==> src/rtl/mem_access_ctrl_pkg.sv <==
// Shared definitions for the memory access controller: datapath widths
// and the controller state encoding.
package mem_access_ctrl_pkg;

    localparam int ADDR_W = 16;
    localparam int DATA_W = 16;

    typedef enum logic [1:0] {
        IDLE   = 2'b00,
        ACCESS = 2'b01,
        DONE   = 2'b10
    } state_t;

endpackage

==> src/rtl/mem_access_ctrl_mar_reg.sv <==
// Memory address register (MAR). Loads or increments only while enabled,
// which the controller ties to its idle state so the address stays put
// for the duration of an access. Load wins over increment; the increment
// wraps naturally at the top of the address space.
module mar_reg
    import mem_access_ctrl_pkg::*;
(
    input  logic              clk,
    input  logic              rst,
    input  logic              en,
    input  logic              load,
    input  logic              inc,
    input  logic [ADDR_W-1:0] d,
    output logic [ADDR_W-1:0] q
);

    // Address register update: load has priority, increment wraps to zero
    always_ff @(posedge clk or posedge rst) begin
        if (rst) begin
            q <= '0;
        end else if (en) begin
            if (load) begin
                q <= d;
            end else if (inc) begin
                q <= q + ADDR_W'(1);
            end
        end
    end

endmodule

==> src/rtl/mem_access_ctrl.sv <==
// Memory access controller: accepts one read/write request at a time,
// strobes memory until mem_ack, then pulses done for one cycle.
// MDR doubles as write-data holder and read-capture register; a separate
// read-data register keeps rdata stable across writes.
// Optional feature macro: MEM_TIMEOUT_EN adds an access timeout of
// TIMEOUT_CYCLES cycles and the sticky timeout_err output.
module mem_access_ctrl
    import mem_access_ctrl_pkg::*;
#(
    parameter int TIMEOUT_CYCLES = 16
) (
    input  logic              clk,
    input  logic              rst,
    input  logic [ADDR_W-1:0] mar_in,
    input  logic              mar_load,
    input  logic              mar_inc,
    input  logic              req_valid,
    input  logic              req_write,
    input  logic [DATA_W-1:0] wdata,
    output logic              req_ready,
    output logic [ADDR_W-1:0] mem_addr,
    output logic              mem_en,
    output logic              mem_we,
    output logic [DATA_W-1:0] mem_wdata,
    input  logic              mem_ack,
    input  logic [DATA_W-1:0] mem_rdata,
    output logic [DATA_W-1:0] rdata,
`ifdef MEM_TIMEOUT_EN
    output logic              timeout_err,
`endif
    output logic              done
);

    state_t            state;
    state_t            state_nxt;
    logic              op;
    logic              accept;
    logic              timeout_hit;
    logic [DATA_W-1:0] mdr;
    logic [DATA_W-1:0] rdata_q;
    logic [ADDR_W-1:0] mar_q;

    // A timeout of less than one cycle has no meaning; nothing is built for it
    if (TIMEOUT_CYCLES < 1) begin : g_timeout_nonpositive
    end

    mar_reg u_mar (
        .clk  (clk),
        .rst  (rst),
        .en   (state == IDLE),
        .load (mar_load),
        .inc  (mar_inc),
        .d    (mar_in),
        .q    (mar_q)
    );

    // State register
    always_ff @(posedge clk or posedge rst) begin
        if (rst) begin
            state <= IDLE;
        end else begin
            state <= state_nxt;
        end
    end

    // Next-state and output decode
    always_comb begin
        state_nxt = state;
        accept    = 1'b0;
        req_ready = 1'b0;
        mem_en    = 1'b0;
        mem_we    = 1'b0;
        done      = 1'b0;
        case (state)
            IDLE: begin
                req_ready = 1'b1;
                if (req_valid) begin
                    accept    = 1'b1;
                    state_nxt = ACCESS;
                end
            end
            ACCESS: begin
                mem_en = 1'b1;
                mem_we = op;
                if (mem_ack) begin
                    state_nxt = DONE;
                end else if (timeout_hit) begin
                    state_nxt = IDLE;
                end
            end
            DONE: begin
                done      = 1'b1;
                state_nxt = IDLE;
            end
            default: begin
                state_nxt = IDLE;
            end
        endcase
    end

    // Operation latch, MDR write-data/read-capture and held read data
    always_ff @(posedge clk or posedge rst) begin
        if (rst) begin
            op      <= 1'b0;
            mdr     <= '0;
            rdata_q <= '0;
        end else begin
            if (accept) begin
                op <= req_write;
                if (req_write) begin
                    mdr <= wdata;
                end
            end
            if ((state == ACCESS) && mem_ack && !op) begin
                mdr     <= mem_rdata;
                rdata_q <= mem_rdata;
            end
        end
    end

`ifdef MEM_TIMEOUT_EN
    localparam int CNT_W = $clog2(TIMEOUT_CYCLES + 1);

    logic [CNT_W-1:0] tmo_cnt;

    // Count ACCESS cycles; restarts whenever a new request is accepted
    always_ff @(posedge clk or posedge rst) begin
        if (rst) begin
            tmo_cnt <= '0;
        end else if (accept) begin
            tmo_cnt <= '0;
        end else if ((state == ACCESS) && (tmo_cnt != CNT_W'(TIMEOUT_CYCLES - 1))) begin
            tmo_cnt <= tmo_cnt + CNT_W'(1);
        end
    end

    assign timeout_hit = (state == ACCESS) && (tmo_cnt == CNT_W'(TIMEOUT_CYCLES - 1));

    // Sticky abort flag, only cleared by reset; a late ack still wins
    always_ff @(posedge clk or posedge rst) begin
        if (rst) begin
            timeout_err <= 1'b0;
        end else if (timeout_hit && !mem_ack) begin
            timeout_err <= 1'b1;
        end
    end
`else
    assign timeout_hit = 1'b0;
`endif

    assign mem_addr  = mar_q;
    assign mem_wdata = mdr;
    assign rdata     = rdata_q;

endmodule
==> config.mk <==
export PLATFORM = sky130hd
export DESIGN_NAME = mem_access_ctrl
export DESIGN_NICKNAME = d
export VERILOG_FILES = /design/src/rtl/mem_access_ctrl_pkg.sv /design/src/rtl/mem_access_ctrl_mar_reg.sv /design/src/rtl/mem_access_ctrl.sv
export SDC_FILE = /design/constraint.sdc
export NUM_CORES = 1
export LEC_CHECK = 0
export BUFFER_PORTS_ARGS = -buffer_cell sky130_fd_sc_hd__buf_2
export CAP_MARGIN = 20
export CORE_UTILIZATION = 48
export CTS_BUF_LIST = sky130_fd_sc_hd__clkbuf_16
export DETAILED_ROUTE_END_ITERATION = 12
export PLACE_DENSITY = 0.81
export SYNTH_ARGS = -nofsm -noshare
export SYNTH_HDL_FRONTEND = slang
export SYNTH_SLANG_ARGS = --single-unit
==> constraint.sdc <==
create_clock -name clk -period 2.1 [get_ports clk]
set_clock_uncertainty 0.15 [all_clocks]
set_input_delay 0.21 -clock clk [delete_from_list [all_inputs] [get_ports clk]]
set_output_delay 0.21 -clock clk [all_outputs]
set_load 0.005 [all_outputs]
======== Word-level counts from Yosys, hierarchy flattened ========
Cells that the tools add are included.
W data, S select, Z words.
operators by class
  $add $sub $neg .......................... 1
  multiplexer cells ....................... 14
  equal/unequal tests ..................... 4
  reductions and logical operators ........ 10
operators with widths
  cell                     count
  $mux W16                 5
  $add A16 B1 Y16 const B  1
  $mux W1                  6
  $reduce_and A2 Y1        3
  $reduce_bool A2 Y1       3
  $mux W2                  2
  $ne A2 B2 Y1 const B     2
  $pmux W2 S2              1
  $eq A2 B1 Y1 const B     1
  $eq A2 B2 Y1 const B     1
  $logic_and A1 B1 Y1      2
  $logic_not A2 Y1         1
  $logic_not A1 Y1         1
word-level totals
  register bits after elaboration ......... 51
  word-level logic and storage cells ...... 34
  input port bits ......................... 55
  output and inout bits ................... 52

======== Logic depth before layout (Yosys ltp) ========
Gate-level depths: netlist of run 1.
  word-level depth ........................ 5
  mapped depth ............................ 6
  gate-level depth less buffers ........... 5

======== Cells and area by module ========
Synthesis of run 1 repeated with hierarchy kept, for this count alone.
second synthesis, totals
  cells, all modules ...................... 236
  area, all modules ....................... 2785.2 um^2
by module, submodules not included
  module           seq. area each (um^2)  cells each  instances  area each (um^2)
  mem_access_ctrl  875.8                  102         1          1655.3
  mar_reg          400.4                  134         1          1129.8

======== Least setup slack after synthesis of run 1 ========
No wires, ideal clock.
  kind .................................... register to register
  start point ............................. register u_mar.q[0]
  end point ............................... register u_mar.q[12]
  slack ................................... 0.137 ns
  required time ........................... 1.824 ns
  setup time .............................. 0.126 ns
  data arrival time ....................... 1.687 ns
  period minus slack after synthesis ...... 1.963 ns
  path buffers ............................ 0
  stages on the path, launching flop included .. 5
  cell sequence ........................... dfrtp_1 ha_1 nand4_2 or4_4 a311o_1
between the ends
  longest elaborated chain between the ends .. 3
RTL lines
  item                    line                           source
  start, declared         mem_access_ctrl_mar_reg.sv:14  output logic [ADDR_W-1:0] q
  start signal, assigned  mem_access_ctrl_mar_reg.sv:25  q <= q + ADDR_W'(1);
  $add A16 B1 Y16         mem_access_ctrl_mar_reg.sv:25
  $mux W16                mem_access_ctrl_mar_reg.sv:24  end else if (inc) begin
  $mux W16                mem_access_ctrl_mar_reg.sv:22  if (load) begin
No other way between the ends. The select of a mux whose other input is x is not followed.
A chain may end at the register's enable or synchronous reset.

======== Final worst setup path of run 1 ========
Same ends and word-level chain as after synthesis.

==> reports/results.txt, run 1 <==
Across the run, the number of max-cap violations was 0. The worst setup path is captured at a flip-flop. The core region is 0.00488 mm².

In this run the worst path has a maximum fanout of 5. The slew at the pin with the worst max-slew slack was 0.505 ns. In this run the worst setup path terminates at u_mar.q[12].

For the cell internal power dissipation, the log shows 2.54 mW. The proportion of total power due to net switching was 34.0%. Synthesis inferred 51 register bits. In this run the worst setup path begins at u_mar.q[0]. Insertion delay of the later-clocked pin in the worst-skew pair: 0.29 ns. The final worst hold slack is 0.0127 ns. Summed over all cells, the static leakage comes to 1.60 nW. The number of synthesized flops with an enable pin was 0.

TritonCTS built the clock tree. The proportion of synthesized flip-flops having asynchronous set or reset was 100%. Power spread over the standard cell area amounts to 1140 mW/mm². The total overflow left after global routing is 0. In this run, CTS created clock tree buffers numbering 5. The detailed-router iteration count before antenna repair is 4, and the core utilization of the finished layout is 69.4%. The worst register-to-register path has a depth of 4. The tightest min-delay check is of the in -> reg type. 107 I/O pins were placed. The mean routed wirelength per cell came out at 15.4 µm. For the instance count of the mapped netlist, the log shows 244. For the worst setup path, the data required time is 2.12 ns. The first global-routing pass estimated 10.4 mm of wire. For this run, the leading register cell type out of synthesis is dfrtp_1. In this run the critical register-to-register path is launched from u_mar.q[0]. The die covers 0.00554 mm². The detailed-route DRC error count is 0. Counting every net in the synthesized netlist gives 300. The DRC marker count from the first detailed-route iteration was 158. The vertical die dimension was 74.4 µm; the initial cell density of the core was 51.6%.

The Yosys step of the flow raised 0 warnings. dfrtp_1 takes more of the synthesized area than any other cell. Yosys attributes the largest share of cell area to dfrtp_1 51%, mux2_2 7.6%, mux2i_1 7.6%. The tools report the endpoint of the worst-slack reg-to-reg timing path as u_mar.q[12]. The tools report the number of failing hold endpoints at the final stage as 0. From left edge to right edge, the die measures 74.4 µm.

The accumulated negative setup slack came out at 0 ns. The finished layout holds 427 standard cells, fillers aside. The number of antenna violations at the first check in global routing was 0; the peak clock frequency supported by timing was 525 MHz. The tree is rooted in a clkbuf_16. Global routing used 25.1% of the available tracks across all layers. The share of total power dissipated in combinational logic is 36.1%.

In this run the register-to-register setup slack is 0.20 ns. Counting I/O delays and the setup requirement, the final critical path takes 1.90 ns. The analysis attributes to net switching a power of 1.31 mW.

The number of antenna diodes in the final layout is 0. In this run the deepest clock path goes through 2 buffers. Setup violations remaining at the end of the flow were counted as 0. For the data arrival time of the critical path, the log shows 1.92 ns.

The remaining max-slew budget at the tightest pin is 66.3%, and the part of the total power dissipated in sequential elements is 43.1%. The mapped netlist covers 0.00252 mm². Dividing the final minimum period by the clock period gives 90.7%. The count of instances resized after the clock tree is built was 0.

A synthesized cell averages 10.3 µm². IR analysis of the VDD net gives a maximum drop of 524 µV. Buffers placed on the I/O ports in this run total 106. After clock tree synthesis, the clock-pin slew on the worst setup and hold paths is 0.07 ns. Counting distinct cell types in the post-synthesis netlist gives 42. The number of placed instances, taps included, is 418. The final layout contains 415 nets. The worst setup path is launched from a flip-flop. The logs give 51 for the number of clock sinks seen by CTS and 0 for the count of final max-slew check failures.

The post-route netlist has 42.8% of its cells at a drive strength greater than 1. In this run the core area contains 25 standard-cell rows. At the end of routability-driven placement, the weighted congestion stood at 0.892. Setup repair after global routing left no endpoint under its margin. Relative to the synthesized area, the layout overhead comes to 34.4%. The tools report the total routed wirelength as 6.56 mm. The run gives 2199 as the number of global-route vias before repair. The routed via count is 2332, and the share of total power in the clock network is 20.8%. The wire-length estimate of the detail-placed layout is 4.86 mm.

Sequential elements use 50.7% of the synthesized area. The vias per cell is 5.46, and the largest net degree at the start of global routing is 33. The flow ran to the end, and the final reports show no timing, DRC or antenna violations.

The type of the worst setup path was reg -> reg. The number of H-tree levels was 2. Fraction of post-synthesis cell area in the top cell type by area: 50.7%.

The remaining number of nets flagged by the antenna check after routing was 0.
cell families after synthesis:
kind of cell,Yosys count,share of synthesized area [%]
AND/OR/NAND/NOR,70,14.5
flip-flops,51,50.7
multiplexers,36,15.2
adder cells (fa/ha/maj),1,0.497
buffers and inverters,21,3.48
AO/OA/AOI/OAI,65,15.7
worst max-delay path, cell delays in order, from the launching register on:
cell and delay, ns:
dfrtp_1 0.35, ha_1 0.24, nand4_2 0.15, or4_4 0.54, a311o_1 0.36
cell type report:
class / instances / area (µm²)
Clock buffer: 5 / 125
Inverter: 7 / 26.3
Multi-Input combinational cell: 172 / 1180
Timing Repair Buffer: 122 / 678
Clock inverter: 3 / 20.0
Sequential cell: 51 / 1280
Fill cell: 403 / 1490
Tap cell: 67 / 83.8
flip-flops by register name (all words and copies together), names as in the netlist:
| register | cells |
|---|---|
| mem_wdata | 16 |
| op | 1 |
| state | 2 |
| u_mar.q | 16 |
| rdata | 16 |
cell usage after synthesis, types with 3 or more instances:
cell,number
dfrtp_1,51
o21ai_0,27
nand2_1,26
mux2i_1,19
mux2_2,17
a21oi_1,14
nor2_1,9
nand3_1,8
buf_2,7
clkbuf_1,6
inv_1,6
a31oi_1,4
nor4_1,4
o41ai_1,4
a2bb2oi_1,3
nand4_1,3
nor2b_1,3
nor3_1,3
o21a_1,3
placed cells by master (no fill, tap or decap), types with 2 or more instances in the layout:
cell type / count
a21oi_1: 14
a2bb2oi_1: 3
a31oi_1: 3
and2_1: 2
buf_12: 2
buf_2: 106
buf_4: 13
clkbuf_16: 5
dfrtp_1: 51
inv_1: 6
mux2_2: 17
mux2i_1: 19
nand2_1: 26
nand2b_1: 2
nand3_1: 8
nand4_1: 3
nor2_1: 9
nor2b_1: 3
nor3_1: 3
nor4_1: 4
o21a_1: 3
o21ai_0: 27
o22a_1: 2
o32ai_1: 2
o41ai_1: 4
power by group through the flow:
stage / clock [mW] / sequential [mW] / combinational [mW]
3_5_place_dp: 0 / 1.67 / 1.40
6_report: 0.802 / 1.66 / 1.39
4_1_cts: 0.815 / 1.66 / 1.41
2_1_floorplan: 0 / 1.69 / 0.632
5_1_grt: 0.851 / 1.71 / 1.55
3_3_place_gp: 0 / 1.65 / 1.36
how the worst min path moves through the flow:
stage                   from           to  slack (ns)  cells past startpoint
5_1_grt        mem_rdata[11]    rdata[11]        0.01                      2
3_5_place_dp             rst  u_mar.q[10]        0.11                      2
6_report       mem_rdata[11]    rdata[11]        0.01                      2
4_1_cts        mem_rdata[11]    rdata[11]        0.01                      2
2_1_floorplan        mem_ack     state[1]        0.19                      1
3_3_place_gp             rst  u_mar.q[10]        0.11                      2
what timing repair did:
item | CTS | global route
hold buffers | 1 | 0
setup buffers | 0 | 0
hold endpoints to repair | 21 | 0
metal layers:
metal,track usage [%],part of all wire [%]
met4,9.01,2.0
met2,41.3,50
met3,4.34,5.3
met1,33.4,43
met5,0,0
metrics by stage:
stage | power, mW | setup slack, ns | cell area, µm²
CTS | 3.88 | 0.201 | 3390
floorplan | 2.32 | 0.137 | 2520
global route | 4.11 | 0.0799 | 3390
global placement | 3.01 | 0.251 | 3230
detailed placement | 3.07 | 0.219 | 3230
finish | 3.85 | 0.196 | 3390
No activity file was read; power rests on OpenSTA's default activity.
==> inputs of run 2 (changes only) <==
Settings changed: ABC_CLOCK_PERIOD_IN_PS from default to 2100, BUFFER_PORTS_ARGS -buffer_cell sky130_fd_sc_hd__buf_2 to default, CORE_UTILIZATION 48 to 62, DONT_BUFFER_PORTS from default to 1, GPL_TIMING_DRIVEN from default to 0, PLACE_DENSITY 0.81 to 0.79.
==> run 2 against run 1 <==
Maximum frequency decreased by 4.7%; register-to-register slack got worse by 0.09 ns; setup slack got worse by 0.093 ns; highest routed layer unchanged.
==> reports/results.txt, run 2 (same netlist as run 1, synthesis figures left out) <==
The flow ran to the end, and the final reports show no timing, DRC or antenna violations. For the worst ir drop on vdd, the log shows 619 µV (+18%). The accumulated negative setup slack was 0 ns (unchanged); the power per cell area was 1120 mW/mm² (-1.5%).

Number of global-route vias before repair: 2141 (-2.6%). Biggest fanout along the worst timing path: 6 (+1). The tools report the endpoint class of the critical path as a flip-flop.

The critical path launch point type was a flip-flop. The tools report the clock buffer count from CTS as 5 (unchanged). Detailed-route DRC error count: 0 (unchanged).

Commonest non-fill, non-tap cell in the layout: dfrtp_1. The post-detailed-placement half-perimeter wirelength came out at 4.23 mm (-13%). Relative to the synthesized area, the layout overhead comes to 22.2%. The core utilization of the finished layout was 81.6% (+12 points); the total routed wirelength was 6.62 mm (+0.99%). The tools report the largest net degree at the start of global routing as 35 (+6.1%).

CTS placed an instance of clkbuf_16 at the clock tree root. For the total of endpoints with negative setup slack in the final report, the log shows 0 (unchanged). The run gives 239 (+51%) as the DRC marker count from the first detailed-route iteration.

The fraction of the cycle the final worst path needs was 95.1% (+4.4 points); the final critical-path required period was 2.00 ns (+0.0932 ns). The peak clock frequency supported by timing is 501 MHz (-4.7%). The proportion of layout cells with a drive suffix above 1 was 15.5% (-27 points).

The run gives 0 (unchanged) as the aggregate global routing overflow. Routed via count: 2171 (-6.9%). The horizontal die dimension is 65.7 µm (-12%).

The vertical die dimension was 65.7 µm (-12%). The number of failing hold endpoints at the final stage came out at 0 (unchanged). The detailed-router iteration count before antenna repair is 4 (unchanged). For the core area, the log shows 0.00377 mm² (-23%).

Setup repair after global routing left no endpoint under its margin. The run gives 0 (unchanged) as the setup fix buffers added after clock tree synthesis. The number of H-tree levels was 2 (unchanged); the data arrival time of the critical path was 2.02 ns (+0.10 ns). The count of port buffers added during placement was 0 (-100%).

The min-delay analysis places its worst path in the category in -> reg. The number of top-level design ports is 107 (unchanged), and the mean routed wirelength per cell is 19.9 µm (+30%). The type of the worst setup path was reg -> reg. The instance count along the most critical hold path was 2 (unchanged); the clock slew at the register clock pins of the worst setup and hold paths was 0.06 ns (about the same).

The global-route usage over all layers is 33.2% (+8.1 points), and the total inserted antenna cells is 0 (unchanged). The area of the die is 0.00432 mm² (-22%), and the number of antenna violations at the first check in global routing is 0 (unchanged). The tools report the number of placement rows as 22 (-12%). The worst endpoint required time was 2.12 ns (about the same); the net count reported at finish was 339 (-18%). Count of final max-slew check failures: 0 (unchanged). Initial cell density of the core: 66.8% (+15 points). Deepest clock path buffer count: 2 (unchanged).

Number of clock sinks seen by CTS: 51 (unchanged). The tools report the total instance count after detailed placement as 293 (-30%). The post-route non-filler standard cell count is 332 (-22%), and the slew at the pin with the worst max-slew slack is 0.571 ns (+0.0666 ns). Leaving out fill and tap cells, the most frequent cells in the layout are 49 x dfrtp_1, 31 x dlygate4sd3_1, 27 x o21ai_0. The first-pass GRT wire length is 10.7 mm (+2.5%), and the length in cells of the worst reg-to-reg path is 4 (unchanged). The vias per cell works out to 6.54 (+20%). The remaining max-slew budget at the tightest pin was 61.7% (-4.6 points). TritonCTS built the clock tree.

The total of fill cells in the finished design is 249 (-38%), and the max capacitance violation total is 0 (unchanged). The tools report the total power as 3.45 mW (-11%). The run gives 0 (unchanged) as the remaining number of nets flagged by the antenna check after routing. The global placer's final weighted congestion is 0.885 (-0.68%). The insertion delay of the later-clocked pin in the worst-skew pair is 0.28 ns (about the same). The leakage power came out at 1.27 nW (-20%).
## run 2: metal layers
metal  global-route usage, %  vias to the layer above  routed length, µm
li1                        -                      969                  -
met1                    44.0                     1053               2690
met2                    54.7                      132               3210
met3                    6.60                       17                604
met4                    10.1                        0                119
met5                       0                        -                  0
## run 2: timing repair
item | 4_1_cts | 5_1_grt
hold buffers | 31 | 0
pin swaps | 0 | 0
setup endpoints to repair | 1 | 22
gates resized for setup | 1 | 11
endpoints found under the hold margin | 46 | 0
## run 2: through the flow
step                instance area, µm²  hold WS (ns)  setup slack, ns
floorplan                         2520         0.189            0.137
global placement                  2580         0.194          -0.0218
detailed placement                2600       -0.0451         -0.00207
CTS                               3050      0.000334          0.00518
global route                      3080       0.00875           0.0421
finish                            3080       0.00129            0.103
## run 2: worst max-delay path, cell delays in order, from the launching register on
cell and delay (ns):
dfrtp_2 0.44, ha_4 0.18, nand4_2 0.18, or4_4 0.57
a311o_1 0.35
## run 2: power breakdown
group | switching (mW) | total, mW | leakage, nW | internal (mW)
clock | 0.327 | 0.756 | 0.0701 | 0.429
sequential | 0.433 | 1.82 | 0.605 | 1.38
combinational | 0.454 | 0.877 | 0.600 | 0.423
total | 1.21 | 3.45 | 1.27 | 2.24
## run 2: final timing paths
check | startpoint | to | slack, ns
max in group asynchronous | rst | u_mar.q[0] | 1.06
hold / removal | mar_in[8] | u_mar.q[8] | 0.001
setup reg to reg | u_mar.q[0] | u_mar.q[12] | 0.10
hold reg to reg | mem_wdata[8] | mem_wdata[8] | 0.37
setup / recovery | u_mar.q[0] | u_mar.q[12] | 0.10
min in group asynchronous | rst | mem_wdata[1] | 0.23
## run 2: layout make-up
| class | instances | area, µm² | share of cell area [%] |
|---|---|---|---|
| Timing Repair Buffer | 32 | 330 | 10.7 |
| Sequential cell | 51 | 1280 | 41.6 |
| Multi-Input combinational cell | 172 | 1180 | 38.3 |
| Tap cell | 48 | 60.1 | 1.95 |
| Inverter | 7 | 26.3 | 0.854 |
| Buffer | 14 | 65.1 | 2.11 |
| Clock buffer | 5 | 125 | 4.07 |
| Clock inverter | 3 | 11.3 | 0.366 |
